--- config.mk ---
export PLATFORM = sky130hd
export DESIGN_NAME = seq_restoring_divider
export DESIGN_NICKNAME = d
export VERILOG_FILES = /design/src/rtl/seq_restoring_divider.sv
export SDC_FILE = /design/constraint.sdc
export NUM_CORES = 1
export LEC_CHECK = 0
export BUFFER_PORTS_ARGS = -buffer_cell sky130_fd_sc_hd__buf_2
export CAP_MARGIN = 25
export CORE_MARGIN = 5
export CORE_UTILIZATION = 35
export CTS_CLUSTER_DIAMETER = 200
export DETAILED_ROUTE_END_ITERATION = 8
export PLACE_DENSITY = 0.61
export SLEW_MARGIN = 20
export SYNTH_ARGS = -nofsm -noshare
export SYNTH_HDL_FRONTEND = slang
export SYNTH_SLANG_ARGS = --single-unit
--- constraint.sdc ---
create_clock -name clk -period 8.3 [get_ports clk]
set_input_delay 1.66 -clock clk [delete_from_list [all_inputs] [get_ports clk]]
set_output_delay 1.66 -clock clk [all_outputs]
set_load 0.02 [all_outputs]
--- src/rtl/seq_restoring_divider.sv ---
// seq_restoring_divider: iterative restoring divider, 2*WIDTH-bit dividend by WIDTH-bit divisor.
// Define DIV_TWO_BITS_PER_CYCLE_EN to retire two quotient bits per clock (WIDTH must then be even).
module seq_restoring_divider #(
    parameter int WIDTH = 16
) (
    input  logic               clk,
    input  logic               rst,
    input  logic               start,
    input  logic [2*WIDTH-1:0] dividend,
    input  logic [WIDTH-1:0]   divisor,
    output logic               busy,
    output logic               done,
    output logic [WIDTH-1:0]   quotient,
    output logic [WIDTH-1:0]   remainder,
    output logic               div_by_zero,
    output logic               overflow
);
    localparam int CW = $clog2(WIDTH);
`ifdef DIV_TWO_BITS_PER_CYCLE_EN
    localparam logic [CW-1:0] LAST = CW'(WIDTH / 2 - 1);
`else
    localparam logic [CW-1:0] LAST = CW'(WIDTH - 1);
`endif
    typedef enum logic [1:0] {IDLE, RUN, FINISH} state_t;
    state_t state, state_nx;
    logic [WIDTH-1:0] p, p_nx, s, s_nx, dvs;
    logic [CW-1:0] cnt;
    logic div_zero, ovf;
    // Partial remainder stays below the divisor, so only its low WIDTH bits are stored;
    // the shifted-out top bit forces a subtract on its own.
    function automatic logic [2*WIDTH-1:0] step(input logic [WIDTH-1:0] pp, input logic [WIDTH-1:0] ss,
                                                input logic [WIDTH-1:0] d);
        logic [WIDTH:0] t;
        logic q;
        t = {pp, ss[WIDTH-1]};
        q = t[WIDTH] || (t[WIDTH-1:0] >= d);
        return {q ? t[WIDTH-1:0] - d : t[WIDTH-1:0], ss[WIDTH-2:0], q};
    endfunction
`ifdef DIV_TWO_BITS_PER_CYCLE_EN
    logic [2*WIDTH-1:0] mid;
    always_comb begin
        mid = step(p, s, dvs);
        {p_nx, s_nx} = step(mid[2*WIDTH-1:WIDTH], mid[WIDTH-1:0], dvs);
    end
`else
    always_comb {p_nx, s_nx} = step(p, s, dvs);
`endif
    assign div_zero = divisor == '0;
    assign ovf = dividend[2*WIDTH-1:WIDTH] >= divisor;
    assign busy = state != IDLE;
    assign done = state == FINISH;
    always_comb begin
        state_nx = state;
        if (state == IDLE)
            state_nx = start ? ((div_zero || ovf) ? FINISH : RUN) : IDLE;
        else if (state == RUN)
            state_nx = (cnt == LAST) ? FINISH : RUN;
        else
            state_nx = IDLE;
    end
    always_ff @(posedge clk or posedge rst)
        if (rst) state <= IDLE;
        else state <= state_nx;
    always_ff @(posedge clk or posedge rst) begin
        if (rst) begin
            p           <= '0;
            s           <= '0;
            dvs         <= '0;
            cnt         <= '0;
            quotient    <= '0;
            remainder   <= '0;
            div_by_zero <= 1'b0;
            overflow    <= 1'b0;
        end else if (state == IDLE && start) begin
            dvs         <= divisor;
            p           <= dividend[2*WIDTH-1:WIDTH];
            s           <= dividend[WIDTH-1:0];
            cnt         <= '0;
            div_by_zero <= div_zero;
            overflow    <= !div_zero && ovf;
            if (div_zero || ovf) begin
                quotient  <= '1;
                remainder <= '0;
            end
        end else if (state == RUN) begin
            p   <= p_nx;
            s   <= s_nx;
            cnt <= cnt + 1'b1;
            if (cnt == LAST) begin
                quotient  <= s_nx;
                remainder <= p_nx;
            end
        end
    end
endmodule

== Word-level counts from Yosys, hierarchy flattened ==
Index checks and enable logic that the tools add are counted.

* Bits in registers: 88
* Bits in latches: 0
* Memory bits (writable): 0
* Bits in read-only memories: 0
* Bits of input ports: 51
* Memories: 0

* Add/subtract/negate cells: 2
* Multipliers: 0
* Divide/modulo/power cells: 0
* $lt $le $gt $ge: 2
* Equality and inequality tests: 4
* Shift-type cells: 0
* Mux-type cells: 20
* Bitwise logic cells: 0
* Reduce and logical (&&, ||, !) cells: 11

{| class="wikitable"
|+ Operators by type and width
! kind !! number
|-
| $mux W16 || 13
|-
| $ge A16 B16 Y1 || 2
|-
| $logic_not A16 Y1 || 1
|-
| $sub A16 B16 Y16 || 1
|-
| $mux W2 || 5
|-
| $mux W4 || 2
|-
| $reduce_bool A2 Y1 || 3
|-
| $add A4 B1 Y4 const B || 1
|-
| $eq A4 B4 Y1 const B || 1
|-
| $reduce_and A3 Y1 || 1
|-
| $eq A2 B1 Y1 const B || 1
|-
| $eq A2 B2 Y1 const B || 1
|-
| $logic_and A1 B1 Y1 || 2
|-
| $logic_not A2 Y1 || 1
|-
| $logic_or A1 B1 Y1 || 2
|-
| $ne A2 B2 Y1 const B || 1
|-
| $logic_not A1 Y1 || 1
|}

== Depth between registers and ports, before layout ==
Gate-level depths: netlist of run 1.

* Depth after elaboration: 6
* Gate-level depth with buffers: 12
* Depth with buffers taken out: 10

== Worst setup path after synthesis of run 1 ==
No wires, ideal clock.

* Path kind: input to register
* From: input port divisor[2]
* To: register quotient[0]
* Setup time: 0.121 ns
* Data arrival time: 3.470 ns
* Required time: 8.179 ns
* Path slack: 4.709 ns
* Stages on the path: 12
* Cells stage by stage: inv_1 ha_1 a211oi_1 o21ai_0 a21oi_1 o21ai_1 o21ai_2 and2_1 buf_2 inv_2 buf_2 o22a_1

* Cells in the longest elaborated chain, start to end: 4
* Elaborated cells on any way between the ends: 5
* Those cells by class: order compare: 1; eq/ne: 1; reduce/logical: 3

{| class="wikitable"
|+ Ends and longest elaborated chain
! what !! line !! source
|-
| start, declared || 10 || <nowiki>input logic [WIDTH-1:0] divisor,</nowiki>
|-
| $ge A16 B16 Y1 / $logic_not A16 Y1 (equally long branches) || 49, 48 ||
|-
| $logic_or A1 B1 Y1 * || 81 || <nowiki>if (div_zero || ovf) begin</nowiki>
|-
| $ne A2 B2 Y1 (no source line) * || -- ||
|-
| $reduce_and A3 Y1 (no source line) * || -- ||
|-
| end signal, assigned || 90 || <nowiki>quotient <= s_nx;</nowiki>
|-
| end, declared || 13 || <nowiki>output logic [WIDTH-1:0] quotient,</nowiki>
|}

Every way passes the cells marked *; elsewhere a longest branch is shown, timed or not.
A chain may end at the register's enable or synchronous reset.

== Worst setup path in the final report of run 1 ==
* From: input port divisor[2]
* To: register quotient[12]

The elaborated chain is that of the path after synthesis.

==> results of run 1 <==
## worst max-delay path by stage
| stage | startpoint | to | slack [ps] |
|---|---|---|---|
| after floorplan | rst | cnt[0]$_DFFE_PP0P_ | 4360 |
| after global placement | divisor[2] | quotient[9]$_DFFE_PP0P_ | 4160 |
| after detailed placement | divisor[2] | quotient[2]$_DFFE_PP0P_ | 4040 |
| after CTS | divisor[2] | quotient[2]$_DFFE_PP0P_ | 4420 |
| after global routing | divisor[2] | quotient[4]$_DFFE_PP0P_ | 4220 |
| final | divisor[2] | quotient[12]$_DFFE_PP0P_ | 4430 |
## power breakdown
part / internal, mW / leakage [nW] / switching [mW]
clock network: 0.238 / 0.148 / 0.182
registers: 0.593 / 1.04 / 0.104
logic: 0.556 / 1.57 / 0.892
## sequential cells by signal, indices dropped and copies added, names as in the netlist
name	cells
dvs	16
p	16
quotient	16
remainder	16
s	16
cnt	4
state	2
div_by_zero	1
overflow	1
## logic make-up (layout without fill, tap and decap cells)
logic type	count (synthesis)	count (layout)
buf+inv	72	151
simple gates	171	171
mux	8	8
fa+ha+maj	34	34
flops	88	88
xor+xnor	10	10
compound gates	173	173
## worst min-delay path: stages, from the launching register on
cell	delay (ps)
sky130_fd_sc_hd__dfrtp_1	350
sky130_fd_sc_hd__nand2_1	50
sky130_fd_sc_hd__nand2_1	60
## per-stage QoR
stage / std cells / total power [mW] / setup WS, ps / cell area, um^2 / util [%]
floorplan: 556 / 1.80 / 4360 / 5000 / -
global placement: 799 / 2.12 / 4160 / 5560 / 39.9
detailed placement: 799 / 2.14 / 4040 / 5560 / 39.9
CTS: 815 / 2.57 / 4420 / 5860 / 42.0
global route: 815 / 2.79 / 4220 / 5860 / 42.0
finish: 815 / 2.57 / 4430 / 5860 / 42.0
## layout by cell type (no fill, tap or decap), types with 4 or more instances in the layout
master                      count
sky130_fd_sc_hd__o21ai_0       46
sky130_fd_sc_hd__dfrtp_1       88
sky130_fd_sc_hd__nand2_1       82
sky130_fd_sc_hd__xnor2_1        7
sky130_fd_sc_hd__o21ai_1       17
sky130_fd_sc_hd__buf_4          6
sky130_fd_sc_hd__nand3_1       14
sky130_fd_sc_hd__a22o_1         4
sky130_fd_sc_hd__buf_2         86
sky130_fd_sc_hd__or3_1          6
sky130_fd_sc_hd__nor3_1         5
sky130_fd_sc_hd__nor2_1        31
sky130_fd_sc_hd__inv_1         41
sky130_fd_sc_hd__o2bb2ai_1      4
sky130_fd_sc_hd__nor2b_1        5
sky130_fd_sc_hd__nor4_1         4
sky130_fd_sc_hd__o22a_1        16
sky130_fd_sc_hd__mux2i_1        8
sky130_fd_sc_hd__a21oi_1       34
sky130_fd_sc_hd__and3_1         9
sky130_fd_sc_hd__ha_1          33
sky130_fd_sc_hd__clkbuf_16      9
sky130_fd_sc_hd__a31oi_1       18
## metal layers
layer  vias to the layer above  global-route usage [%]  routed length (um)
met5                         -                       0                   0
li1                       2111                       -                   -
met4                         0                    5.62                 272
met2                       117                    30.5                6850
met1                      2090                    21.5                5930
met3                        21                    4.29                 841
## area by class of cell
| class | count | area, um^2 |
|---|---|---|
| fillers | 1416 | 8080 |
| inverters | 43 | 163 |
| multi-input cells | 396 | 2490 |
| repair buffers | 92 | 475 |
| flip-flops and latches | 88 | 2200 |
| clock inverters | 6 | 73.8 |
| well taps | 180 | 225 |
| clock buffers | 10 | 229 |
==> results.yml, run 1 <==
logic_synthesis:
  syn_inst: 556
  most_instantiated_library_cell_after_synthesis: "sky130_fd_sc_hd__dfrtp_1"
  synth_sequential_area_ratio_pct: 44.0
  synth_edf_count: 0
  synthAdderAreaFrac_pct: 8.66
  largest_area_contributor_in_the_synthesized_netlist: "sky130_fd_sc_hd__dfrtp_1"
  post_synth_xor_area_fraction_pct: 1.75
  syn_avg_cell_area_um2: 8.99
  yosys_register_bits: 88
  synth_top_cells_by_area: "sky130_fd_sc_hd__dfrtp_1 (44%), sky130_fd_sc_hd__ha_1 (8.3%), sky130_fd_sc_hd__nand2_1 (6.2%)"
  compound_cell_area_share_of_the_yosys_netlist_pct: 22.1
  synth.mux.area_fraction_pct: 1.60
  synth_cell_types: 62
  synthSimpleGateAreaFrac_pct: 15.6
  syn-cell-area_um2: 5000
  async_flop_share_pct: 100
  yosys_warns: 0
  synth_top_area_share_pct: 44.0
  synth_top_cells_by_count: "sky130_fd_sc_hd__dfrtp_1 (88), sky130_fd_sc_hd__nand2_1 (82), sky130_fd_sc_hd__o21ai_0 (46), sky130_fd_sc_hd__inv_1 (42), sky130_fd_sc_hd__a21oi_1 (34)"
  postSynth.topFlopCell: "sky130_fd_sc_hd__dfrtp_1"
  synth_top_family_by_area: "compound AO/OA/AOI/OAI gates"
  synth.net_count: 641
layout:
  flow.area_growth_from_synthesis_pct: 17.2
  final_layout_size_suffix_gt1_share_pct: 18.9
  antenna_cells_inserted: 0
  design.final.nets: 715
pwr:
  powerDensity_nw_per_um2: 438
  peakVddDrop_mv: 0.133
  leakagePower_nw: 2.76
timing:
  fin_worst_skew_ps: 10.4
  timing.hold.ws_ps: 487
  timing.fmax_mhz: 258
  fin_tns_setup_ps: 0
  timing.final.hold_violations: 0
  final_max_slew_viol_count: 0
  slew_headroom_pct: 45.5
  max_slew.worst_pin.slew_ps: 817
  finalSetupViolations: 0
  period_minus_slack_ps: 3870
  rsz0062_at_grt: "false"
  finalCritPeriodShare_pct: 46.6
clocking:
  cts.repair_timing.setup_buffer_count: 0
  clock-sinks: 88
  cts_buffer_depth: 2
  cts_buffers: 9
  cts-root-buf: "sky130_fd_sc_hd__clkbuf_16"
  cts-hold-fix-buffers: 0
  cts-resized-gates: 0
  clkTransAtPathRegs_ps: 70
  cts_tree: "yes"
  insertion_delay_ps: 350
  htree_num_levels: 3
job:
  maxCapViolCount: 0
status:
  outcome: "finished clean"
placed_design:
  post-dp-hpwl_mm: 10.2
  port-buffer-count: 86
  last_weighted_congestion_value_of_the_routability_driven_placer: 0.905
floorplan:
  std_cell_rows: 43
  die-area_um2: 16800
  core-area_um2: 13900
  die_h_um: 130
  initial_util_pct: 35.9
  die_span_in_x_um: 130
  io_pins: 87
detailed_routing:
  initialDrtViolationCount: 247
  drt_pre_antenna_iters: 5
  routed-via-count: 4339
  route.detailed.vias_per_inst: 5.32
  route.final.wire_length_mm: 13.9
  average_wire_per_cell_in_the_routed_design_um: 17.0
  antenna_left: 0
  drcViolationCount: 0
global_routing:
  grt_antenna_before_repair: 0
  first_global_vias: 4461
  grt_first_pass_wirelength_mm: 23.0
  gr-usage-all-layers_pct: 17.6
  grt_overflow: 0
  grt_start_max_net_pins: 65
worst_setup_path:
  timing.critical_path.required_ps: 8540
  reg2regPathDepth: 10
  setup.worst_path.class: "in -> reg"
  cp_max_fo: 18
  crit_cells: 11
  crit_path_cell_trace: "buf_2 -> inv_1 -> ha_1 -> a211oi_1 -> o21ai_0 -> a21oi_1 -> o21ai_1 -> o21ai_2 -> and2_1 -> inv_2 -> o22a_1"
  reg2reg_to: "remainder[10]$_DFFE_PP0P_"
  max_stage_delay_ps: 450
  critPathCaptureType: "flip-flop"
  crit_path_start_kind: "primary input"
  arrival_ps: 4110
  cpLargestDelayFamily: "compound AO/OA/AOI/OAI gates"
  critical_path.slowest_cell: "sky130_fd_sc_hd__o21ai_2"
  critical_path.reg2reg.startpoint: "s[15]$_DFFE_PP0P_"
  worst-r2r-setup-slack_ps: 5220
  timing.critical_path.buf_inv: 3
worst_hold_path:
  hold_start: "div_by_zero$_DFFE_PP0P_"
  hp-class: "reg -> reg"
  hold-path-endpoint: "div_by_zero$_DFFE_PP0P_"
  hold_path_depth: 2
No activity file was read; power rests on OpenSTA's default activity.
==> inputs of run 2 (changes only) <==
Clock period 8.3 ns to 3.8 ns, I/O delays scaled along.
==> run 2 against run 1 <==
Effect of this change: non-clock buffer count is 3 higher; via count increased by 1.7%; cell area rose by 0.45%; critical endpoint is now p[0]$_DFFE_PP0P_; highest routed layer unchanged.
==> results.yml, run 2 (synthesis results as in run 1) <==
clocking:
  cts-resized-gates: 0
  cts-root-buf: "sky130_fd_sc_hd__clkbuf_16"
  cts-hold-fix-buffers: 0
  clkTransAtPathRegs_ps: 70
  cts_tree: "yes"
  cts_buffers: 9
  cts_buffer_depth: 2
  clock-sinks: 88
  cts.repair_timing.setup_buffer_count: 0
  insertion_delay_ps: 350
  htree_num_levels: 3
global_routing:
  gr-usage-all-layers_pct: 17.9
  grt_first_pass_wirelength_mm: 23.3
  grt_start_max_net_pins: 39
  first_global_vias: 4612
  grt_antenna_before_repair: 0
  grt_overflow: 0
timing:
  rsz0062_at_grt: "false"
  timing.final.hold_violations: 0
  timing.fmax_mhz: 329
  period_minus_slack_ps: 3040
  final_max_slew_viol_count: 0
  finalCritPeriodShare_pct: 79.9
  fin_tns_setup_ps: 0
  fin_worst_skew_ps: 8.15
  max_slew.worst_pin.slew_ps: 818
  finalSetupViolations: 0
  setup_ws_ps: 763
  slew_headroom_pct: 44.0
worst_setup_path:
  worst-r2r-setup-slack_ps: 760
  timing.critical_path.required_ps: 4040
  critPathCaptureType: "flip-flop"
  setup.worst_path.class: "reg -> reg"
  crit_path_start_kind: "flip-flop"
  cp_max_fo: 18
  arrival_ps: 3270
placed_design:
  dpl.cell_count: 802
  place_worst_setup_slack_ps: 534
  last_weighted_congestion_value_of_the_routability_driven_placer: 0.927
  post-dp-hpwl_mm: 10.6
  port-buffer-count: 86
floorplan:
  die_h_um: 130
  core-area_um2: 13900
  die_span_in_x_um: 130
  io_pins: 87
  initial_util_pct: 35.9
  die-area_um2: 16800
  std_cell_rows: 43
detailed_routing:
  drcViolationCount: 0
  route.detailed.vias_per_inst: 5.39
  drt_pre_antenna_iters: 5
  antenna_left: 0
  routed-via-count: 4413
  route.final.wire_length_mm: 14.3
  average_wire_per_cell_in_the_routed_design_um: 17.5
  initialDrtViolationCount: 267
pwr:
  powerDensity_nw_per_um2: 954
  leakagePower_nw: 2.77
  peakVddDrop_mv: 0.305
layout:
  flow.area_growth_from_synthesis_pct: 17.7
  antenna_cells_inserted: 0
  mostFrequentLayoutCell: "sky130_fd_sc_hd__dfrtp_1"
  final_cell_mix: "sky130_fd_sc_hd__dfrtp_1 (88), sky130_fd_sc_hd__buf_2 (86), sky130_fd_sc_hd__nand2_1 (82)"
  final_layout_size_suffix_gt1_share_pct: 19.4
  design.final.nets: 718
  instances_no_fill: 818
status:
  outcome: "finished clean"
worst_hold_path:
  hp-class: "in -> async"
job:
  maxCapViolCount: 0
run 2: area by class of cell:
cell class	count	area [um^2]
tap	180	225
sequential	88	2200
inverter	43	163
multi-input combinational	396	2490
clock buffer	10	239
clock inverter	6	67.6
timing repair buffer	95	498
fill	1411	8050
run 2: routing by layer:
metal  up-vias  GRT usage (%)  wire length (um)
met2       173           28.8              6630
met4         0           9.84               667
met5         -              0                 0
met3        36           4.29               956
met1      2080           22.1              6030
li1       2124              -                 -
run 2: path summary, 6_finish.rpt:
path,start,to,cells after the start
max,p[8]$_DFFE_PP0P_,p[0]$_DFFE_PP0P_,9
min,rst,quotient[4]$_DFFE_PP0P_,2
max reg2reg,p[8]$_DFFE_PP0P_,p[0]$_DFFE_PP0P_,9
min reg2reg,div_by_zero$_DFFE_PP0P_,div_by_zero$_DFFE_PP0P_,2
max in group asynchronous,rst,remainder[7]$_DFFE_PP0P_,3
min in group clk,div_by_zero$_DFFE_PP0P_,div_by_zero$_DFFE_PP0P_,2
run 2: where the power goes:
part           switching [mW]  total [mW]  internal [mW]
clock network           0.384       0.914          0.530
registers               0.233        1.53           1.30
logic                    1.95        3.17           1.22
run 2: per-stage QoR:
stage	cell area (um^2)	total power [mW]	hold WS [ps]	utilization (%)
detailed placement	5580	4.67	474	40.0
floorplan	5000	3.93	450	-
CTS	5890	5.61	425	42.2
global route	5890	6.10	451	42.2
finish	5890	5.61	411	42.2
global placement	5580	4.63	465	40.0
run 2: worst max-delay path: stages (launching register included):
cell                       delay (ps)
sky130_fd_sc_hd__dfrtp_1          410
sky130_fd_sc_hd__ha_1             380
sky130_fd_sc_hd__a21oi_1          310
sky130_fd_sc_hd__o21ai_0          120
sky130_fd_sc_hd__a311oi_1         480
sky130_fd_sc_hd__o211ai_2         390
sky130_fd_sc_hd__buf_4            340
sky130_fd_sc_hd__nor2_1           110
sky130_fd_sc_hd__a21oi_1           60
sky130_fd_sc_hd__a221o_1          330
